File: src/rtl/trigger_host_endpoint_pkg.sv
// Shared uc bus field slices, trigger command codes and transmit FSM states
// for the host-side trigger endpoint.
package trigger_host_endpoint_pkg;

  localparam int TRIG_WIDTH = 8;

  // uc_in: bus driven toward the device
  localparam int UC_IN_WIDTH      = 32;
  localparam int UC_DATAOUT_START = 0;
  localparam int UC_DATAOUT_END   = 7;
  localparam int UC_CMD_START     = 8;
  localparam int UC_CMD_END       = 11;
  localparam int UC_ADDRESS_START = 12;
  localparam int UC_ADDRESS_END   = 23;
  localparam int UC_LENGTH_START  = 24;
  localparam int UC_LENGTH_END    = 31;

  // uc_out: bus driven by the device; only data and cmd are carried
  localparam int UC_OUT_WIDTH         = 12;
  localparam int UC_OUT_DATA_START    = 0;
  localparam int UC_OUT_DATA_END      = 7;
  localparam int UC_OUT_CMD_START     = 8;
  localparam int UC_OUT_CMD_END       = 11;

  localparam int UC_CMD_WIDTH = UC_CMD_END - UC_CMD_START + 1;

  localparam logic [UC_CMD_WIDTH-1:0] TRIGGER_IN_CMD  = 4'h6;
  localparam logic [UC_CMD_WIDTH-1:0] TRIGGER_OUT_CMD = 4'h7;

  typedef enum logic [1:0] {
    TX_IDLE  = 2'd0,
    TX_DRIVE = 2'd1,
    TX_GAP   = 2'd2
  } tx_state_e;

  // TRIGGER_IN_CMD frame with zero address and length
  function automatic logic [UC_IN_WIDTH-1:0] trig_in_frame(input logic [TRIG_WIDTH-1:0] trig);
    logic [UC_IN_WIDTH-1:0] frame;
    frame = '0;
    frame[UC_DATAOUT_END:UC_DATAOUT_START] = trig;
    frame[UC_CMD_END:UC_CMD_START]         = TRIGGER_IN_CMD;
    return frame;
  endfunction

endpackage

File: src/rtl/trigger_frame_rx.sv
// Receive path: decodes TRIGGER_OUT_CMD frames into sticky trigger flags,
// a frame counter, a new-frame pulse and an over-length error flag.
module trigger_frame_rx
  import trigger_host_endpoint_pkg::*;
#(
  parameter int MAX_FRAME_CYCLES = 15
) (
  input  logic                    uc_clk,
  input  logic                    uc_reset,
  input  logic [UC_OUT_WIDTH-1:0] uc_out_dev,
  input  logic [TRIG_WIDTH-1:0]   rx_clear,
  output logic [TRIG_WIDTH-1:0]   rx_status,
  output logic                    rx_event,
  output logic [7:0]              rx_frame_count,
  output logic                    rx_error
);

  localparam logic [3:0] LEN_MAX = 4'(MAX_FRAME_CYCLES);

  logic                  hit_s;
  logic                  rise_s;
  logic [TRIG_WIDTH-1:0] data_s;
  logic                  hit_d_r;
  logic [3:0]            len_r;

  assign hit_s  = (uc_out_dev[UC_OUT_CMD_END:UC_OUT_CMD_START] == TRIGGER_OUT_CMD);
  assign data_s = hit_s ? uc_out_dev[UC_OUT_DATA_END:UC_OUT_DATA_START] : 8'h00;
  assign rise_s = hit_s & ~hit_d_r;

  // Edge detect, sticky status, frame count and length check.
  // hit_d_r resets high so a frame already in progress at reset release is not counted.
  always_ff @(posedge uc_clk or negedge uc_reset) begin
    if (!uc_reset) begin
      hit_d_r        <= 1'b1;
      len_r          <= 4'd0;
      rx_status      <= 8'h00;
      rx_event       <= 1'b0;
      rx_frame_count <= 8'h00;
      rx_error       <= 1'b0;
    end else begin
      hit_d_r   <= hit_s;
      rx_event  <= rise_s;
      rx_status <= (rx_status & ~rx_clear) | data_s;
      if (rise_s) begin
        rx_frame_count <= rx_frame_count + 8'd1;
      end else begin
        rx_frame_count <= rx_frame_count;
      end
      if (hit_s) begin
        len_r <= (len_r == 4'hF) ? 4'hF : (len_r + 4'd1);
      end else begin
        len_r <= 4'd0;
      end
      if (hit_s && (len_r >= LEN_MAX)) begin
        rx_error <= 1'b1;
      end else begin
        rx_error <= rx_error;
      end
    end
  end

endmodule

File: src/rtl/trigger_host_endpoint.sv
// Host-side trigger endpoint: transmits TRIGGER_IN_CMD frames on uc_in and
// decodes TRIGGER_OUT_CMD frames from uc_out.
module trigger_host_endpoint
  import trigger_host_endpoint_pkg::*;
#(
  parameter int HOLD_CYCLES      = 4,
  parameter int GAP_CYCLES       = 2,
  parameter int MAX_FRAME_CYCLES = 15
) (
  input  logic                    uc_clk,
  input  logic                    uc_reset,
  output logic [UC_IN_WIDTH-1:0]  uc_in_host,
  input  logic [UC_OUT_WIDTH-1:0] uc_out_dev,
  input  logic [TRIG_WIDTH-1:0]   tx_trig,
  input  logic                    tx_valid,
  output logic                    tx_ready,
  output logic [TRIG_WIDTH-1:0]   rx_status,
  input  logic [TRIG_WIDTH-1:0]   rx_clear,
  output logic                    rx_event,
  output logic [7:0]              rx_frame_count,
  output logic                    rx_error
);

  localparam logic [3:0] HOLD_LAST = 4'(HOLD_CYCLES - 1);
  localparam logic [3:0] GAP_LAST  = 4'(GAP_CYCLES - 1);

  logic [1:0]             rst_sync_r;
  logic                   rst_n_s;
  tx_state_e              state_r;
  tx_state_e              state_nxt_s;
  logic [3:0]             cnt_r;
  logic [3:0]             cnt_nxt_s;
  logic [UC_IN_WIDTH-1:0] frame_nxt_s;
  logic                   ready_nxt_s;

  // Reset synchronizer: asynchronous assertion, release aligned to uc_clk
  always_ff @(posedge uc_clk or negedge uc_reset) begin
    if (!uc_reset) begin
      rst_sync_r <= 2'b00;
    end else begin
      rst_sync_r <= {rst_sync_r[0], 1'b1};
    end
  end

  assign rst_n_s = rst_sync_r[1];

  // Transmit FSM state and registered bus/ready outputs
  always_ff @(posedge uc_clk or negedge rst_n_s) begin
    if (!rst_n_s) begin
      state_r    <= TX_IDLE;
      cnt_r      <= 4'd0;
      uc_in_host <= '0;
      tx_ready   <= 1'b1;
    end else begin
      state_r    <= state_nxt_s;
      cnt_r      <= cnt_nxt_s;
      uc_in_host <= frame_nxt_s;
      tx_ready   <= ready_nxt_s;
    end
  end

  // Next state and next registered outputs; the frame register itself holds the latched bits
  always_comb begin
    state_nxt_s = state_r;
    cnt_nxt_s   = cnt_r;
    frame_nxt_s = uc_in_host;
    ready_nxt_s = tx_ready;
    case (state_r)
      TX_IDLE: begin
        ready_nxt_s = 1'b1;
        frame_nxt_s = '0;
        if (tx_valid && (tx_trig != 8'h00)) begin
          state_nxt_s = TX_DRIVE;
          cnt_nxt_s   = 4'd0;
          frame_nxt_s = trig_in_frame(tx_trig);
          ready_nxt_s = 1'b0;
        end else begin
          state_nxt_s = TX_IDLE;
        end
      end
      TX_DRIVE: begin
        if (cnt_r == HOLD_LAST) begin
          state_nxt_s = TX_GAP;
          cnt_nxt_s   = 4'd0;
          frame_nxt_s = '0;
        end else begin
          cnt_nxt_s   = cnt_r + 4'd1;
        end
      end
      TX_GAP: begin
        if (cnt_r == GAP_LAST) begin
          state_nxt_s = TX_IDLE;
          cnt_nxt_s   = 4'd0;
          ready_nxt_s = 1'b1;
        end else begin
          cnt_nxt_s   = cnt_r + 4'd1;
        end
      end
      default: begin
        state_nxt_s = TX_IDLE;
        cnt_nxt_s   = 4'd0;
        frame_nxt_s = '0;
        ready_nxt_s = 1'b1;
      end
    endcase
  end

  trigger_frame_rx #(
    .MAX_FRAME_CYCLES(MAX_FRAME_CYCLES)
  ) u_rx (
    .uc_clk        (uc_clk),
    .uc_reset      (rst_n_s),
    .uc_out_dev    (uc_out_dev),
    .rx_clear      (rx_clear),
    .rx_status     (rx_status),
    .rx_event      (rx_event),
    .rx_frame_count(rx_frame_count),
    .rx_error      (rx_error)
  );

endmodule
File: config.mk
export PLATFORM = sky130hd
export DESIGN_NAME = trigger_host_endpoint
export DESIGN_NICKNAME = d
export VERILOG_FILES = /design/src/rtl/trigger_host_endpoint_pkg.sv /design/src/rtl/trigger_frame_rx.sv /design/src/rtl/trigger_host_endpoint.sv
export SDC_FILE = /design/constraint.sdc
export NUM_CORES = 1
export LEC_CHECK = 0
export CAP_MARGIN = 25
export CELL_PAD_IN_SITES_DETAIL_PLACEMENT = 0
export CELL_PAD_IN_SITES_GLOBAL_PLACEMENT = 1
export CORE_MARGIN = 1.5
export CORE_UTILIZATION = 35
export CTS_CLUSTER_DIAMETER = 150
export DETAILED_ROUTE_END_ITERATION = 16
export DONT_BUFFER_PORTS = 1
export GPL_TIMING_DRIVEN = 0
export MAX_ROUTING_LAYER = met4
export PLACE_DENSITY_LB_ADDON = 0.08
export SETUP_SLACK_MARGIN = 0.4
export SYNTH_ARGS = -nofsm -noshare
export SYNTH_HDL_FRONTEND = slang
export SYNTH_HIERARCHICAL = 1
export SYNTH_SLANG_ARGS = --single-unit
export TNS_END_PERCENT = 5
File: constraint.sdc
create_clock -name uc_clk -period 2.3 [get_ports uc_clk]
set_input_delay 0.345 -clock uc_clk [delete_from_list [all_inputs] [get_ports uc_clk]]
set_output_delay 0.345 -clock uc_clk [all_outputs]
set_load 0.02 [all_outputs]
==> impl_metrics.tcl <==
set metrics [dict create \
    outcome "finished, final reports clean" \
    cp.arrival_ps 2000 \
    synth-simple-area-share_pct 14.4 \
    synth-compound-area-share_pct 14.4 \
    power.leakage_uw 0.00120 \
    p_int_uw 1310 \
    grt_pass1_wl_mm 6.47 \
    synth_cell_types 41 \
    drt_wl_total_mm 3.73 \
    globalRouteOverflowTotal 0 \
    cpMaxStageDelayCell "dfrtp_1" \
    async_reset_ff_share_pct 100 \
    synth_area_um2 2090 \
    crit_path_end_kind "flip-flop" \
    power_frac_clock_pct 23.0 \
    seqPwrFrac_pct 54.6 \
    synthToLayoutAreaGrowth_pct 12.9 \
    clk_pin_slew_worst_paths_ps 70 \
    p_total_uw 2060 \
    hold_violations 0 \
    slew_viol_final 0 \
    cap_violations 0 \
    grt_usage_pct 13.4 \
    swShare_pct 36.1 \
    crit_family "simple AND/OR/NAND/NOR gates" \
    synth_flop_cell "dfrtp_1" \
    start_util_pct 37.0 \
    synth_area_leaders "dfrtp_1 (47%), buf_4 (8.3%), ha_1 (4.8%)" \
    worstMarginPinSlew_ps 808 \
    setup_ws_ps 525 \
    ant_nets 0 \
    clkSinkCount 41 \
    cts_buffer_depth 2 \
    postCtsSetupRepairBufs 0 \
    vias 1321 \
    min_period_ps 1780 \
    syn_area_per_cell_um2 11.2 \
    synth_largest_area_cell "dfrtp_1" \
    worst_ep_required_time_ps 2520 \
    max_slew_margin_pct 46.2 \
    path_cells "ha_1 -> or3b_1 -> a21o_1 -> buf_6 -> nor2_4 -> a22o_1" \
    hpwl_mm 2.83 \
    rows 27 \
    vias_per_cell 4.57 \
    fin_tns_setup_ps 0 \
    diodes 0 \
    clock_skew_ps 7.65 \
    yosysWarnings 6 \
    root_buffer "clkbuf_8" \
    dieArea_um2 6440 \
    hold_buffers 1 \
    whs_ps 135 \
    htreeDepth 2 \
    synth_edf_count 0 \
    start_kind "flip-flop" \
    drc 0 \
    grt_pass1_vias 1418 \
    postSynthCellCount 187 \
    io_pins 82 \
    fmax_ghz 0.563 \
    yosys-mux-area-fraction_pct 1.56 \
    core_area_um2 5640 \
    drt_iter0_markers 51 \
    dr.pass1.iters 4 \
    setup.worst_path.class "flip-flop to flip-flop" \
    netlist.area_leader.share_pct 46.7 \
    synth_top_family_by_area "compound AO/OA/AOI/OAI gates" \
    worstSkewPairLatency_ps 290 \
    cp_slowest_stage_delay_ps 410 \
    p_comb_share_pct 22.4 \
    place_ws_ps 538 \
    seq_area_frac_synth_pct 49.2 \
    hold_class "input port to flip-flop" \
    nets 255 \
    grt_antenna_before_repair 0 \
    synth_xor_area_share_pct 2.93 \
    place.gp.congestion 0.765 \
    fillers 558 \
    ys_ff_latch 41 \
    wl_per_cell_um 12.9 \
    rsz0062_at_grt "false" \
    crit_fanout 10 \
    cts_made_buffers 5 \
    die_w_um 80.3 \
    post-route-period-util_pct 77.2 \
    path_buf_inv 1 \
    die_h_um 80.3 \
    drive_gt1_share_pct 24.9 \
    tritoncts "built" \
    power_density_nw_per_um2 871 \
    cts.repair.resized 0 \
    synthAdderAreaFrac_pct 4.79 \
    peakVddDrop_uv 329 \
    grt_max_degree 40 \
    p_sw_uw 743 \
    setup_viol 0 \
    io_buffers 0 \
]
cells in the mapped netlist (4+ instances only):
cell type	count
a21o_1	4
a21oi_1	5
a22o_1	10
buf_4	23
dfrtp_1	39
ha_1	8
inv_1	16
nand2_1	14
nand3_1	6
nor2_1	7
o21ai_0	10
xor2_1	6
flip-flops by register name (all words and copies together) (netlist names):
name,count
cnt_r,4
rst_sync_r,2
state_r,2
tx_ready,1
u_rx/hit_d_r,1
u_rx/len_r,4
u_rx/rx_error,1
u_rx/rx_event,1
u_rx/rx_frame_count,8
u_rx/rx_status,8
uc_in_host,9
layout make-up:
cell class              instances  area, µm²  share of cell area (%)
flip-flops and latches         41       1030                    43.6
clock buffers                   8       90.1                    3.82
multi-input cells             125        881                    37.3
repair buffers                  1       10.0                   0.424
inverters                      17       63.8                    2.70
plain buffers                  25        195                    8.27
well taps                      72       90.1                    3.82
metrics by stage:
| step | area (µm²) | util [%] | instances |
|---|---|---|---|
| 6_report | 2360 | 41.8 | 289 |
| 5_1_grt | 2360 | 41.8 | 289 |
| 4_1_cts | 2360 | 41.8 | 289 |
| 3_5_place_dp | 2260 | 40.1 | 280 |
| 3_3_place_gp | 2260 | 40.0 | 280 |
| 2_1_floorplan | 2170 | - | 208 |
final timing paths:
path,start,endpoint,depth (start not counted),slack (ps)
min in group asynchronous,uc_reset,rst_sync_r[0],1,280
hold reg to reg,rst_sync_r[0],rst_sync_r[1],0,360
hold / removal,rx_clear[7],u_rx/rx_status[7],1,140
max in group asynchronous,rst_sync_r[1],u_rx/rx_frame_count[4],0,1420
setup / recovery,cnt_r[0],uc_in_host[3],6,520
setup reg to reg,cnt_r[0],uc_in_host[3],6,520
placed cells by master, fill, tap and decap left out, types with 2 or more instances in the layout:
cell type / n
conb_1: 23
dfstp_2: 2
mux2_2: 2
a21oi_1: 5
ha_1: 8
dfrtp_1: 38
nand3_1: 6
clkbuf_1: 2
clkbuf_8: 6
nand2b_1: 2
nor2_1: 7
or4_4: 2
buf_4: 23
buf_6: 2
o21ai_0: 10
a31oi_1: 2
a22o_2: 2
nand2_1: 14
a21o_1: 4
xor2_1: 6
inv_1: 16
nor4_2: 2
nand4b_4: 2
a22o_1: 10
cell families (layout without fill, tap and decap cells):
family | Yosys count | count (layout)
AO/OA/AOI/OAI | 40 | 40
XOR/XNOR | 7 | 7
adder cells (fa/ha/maj) | 8 | 8
buffers and inverters | 42 | 51
flip-flops | 41 | 41
multiplexers | 3 | 3
other | 2 | 23
AND/OR/NAND/NOR | 44 | 44
layer usage:
layer / track usage, % / share of wire (%) / vias up
met5: - / 0 / -
li1: - / - / 644
met3: 4.32 / 5.9 / 8
met2: 21.8 / 50 / 43
met4: 5.52 / 2.1 / 0
met1: 15.3 / 42 / 626
power groups by stage:
stage,logic [µW],clock network (µW),registers [µW]
global placement,453,0,1140
detailed placement,460,0,1140
CTS,462,497,1130
finish,461,473,1120
global route,517,531,1140
floorplan,397,0,1100
No activity file was read; power rests on OpenSTA's default activity.
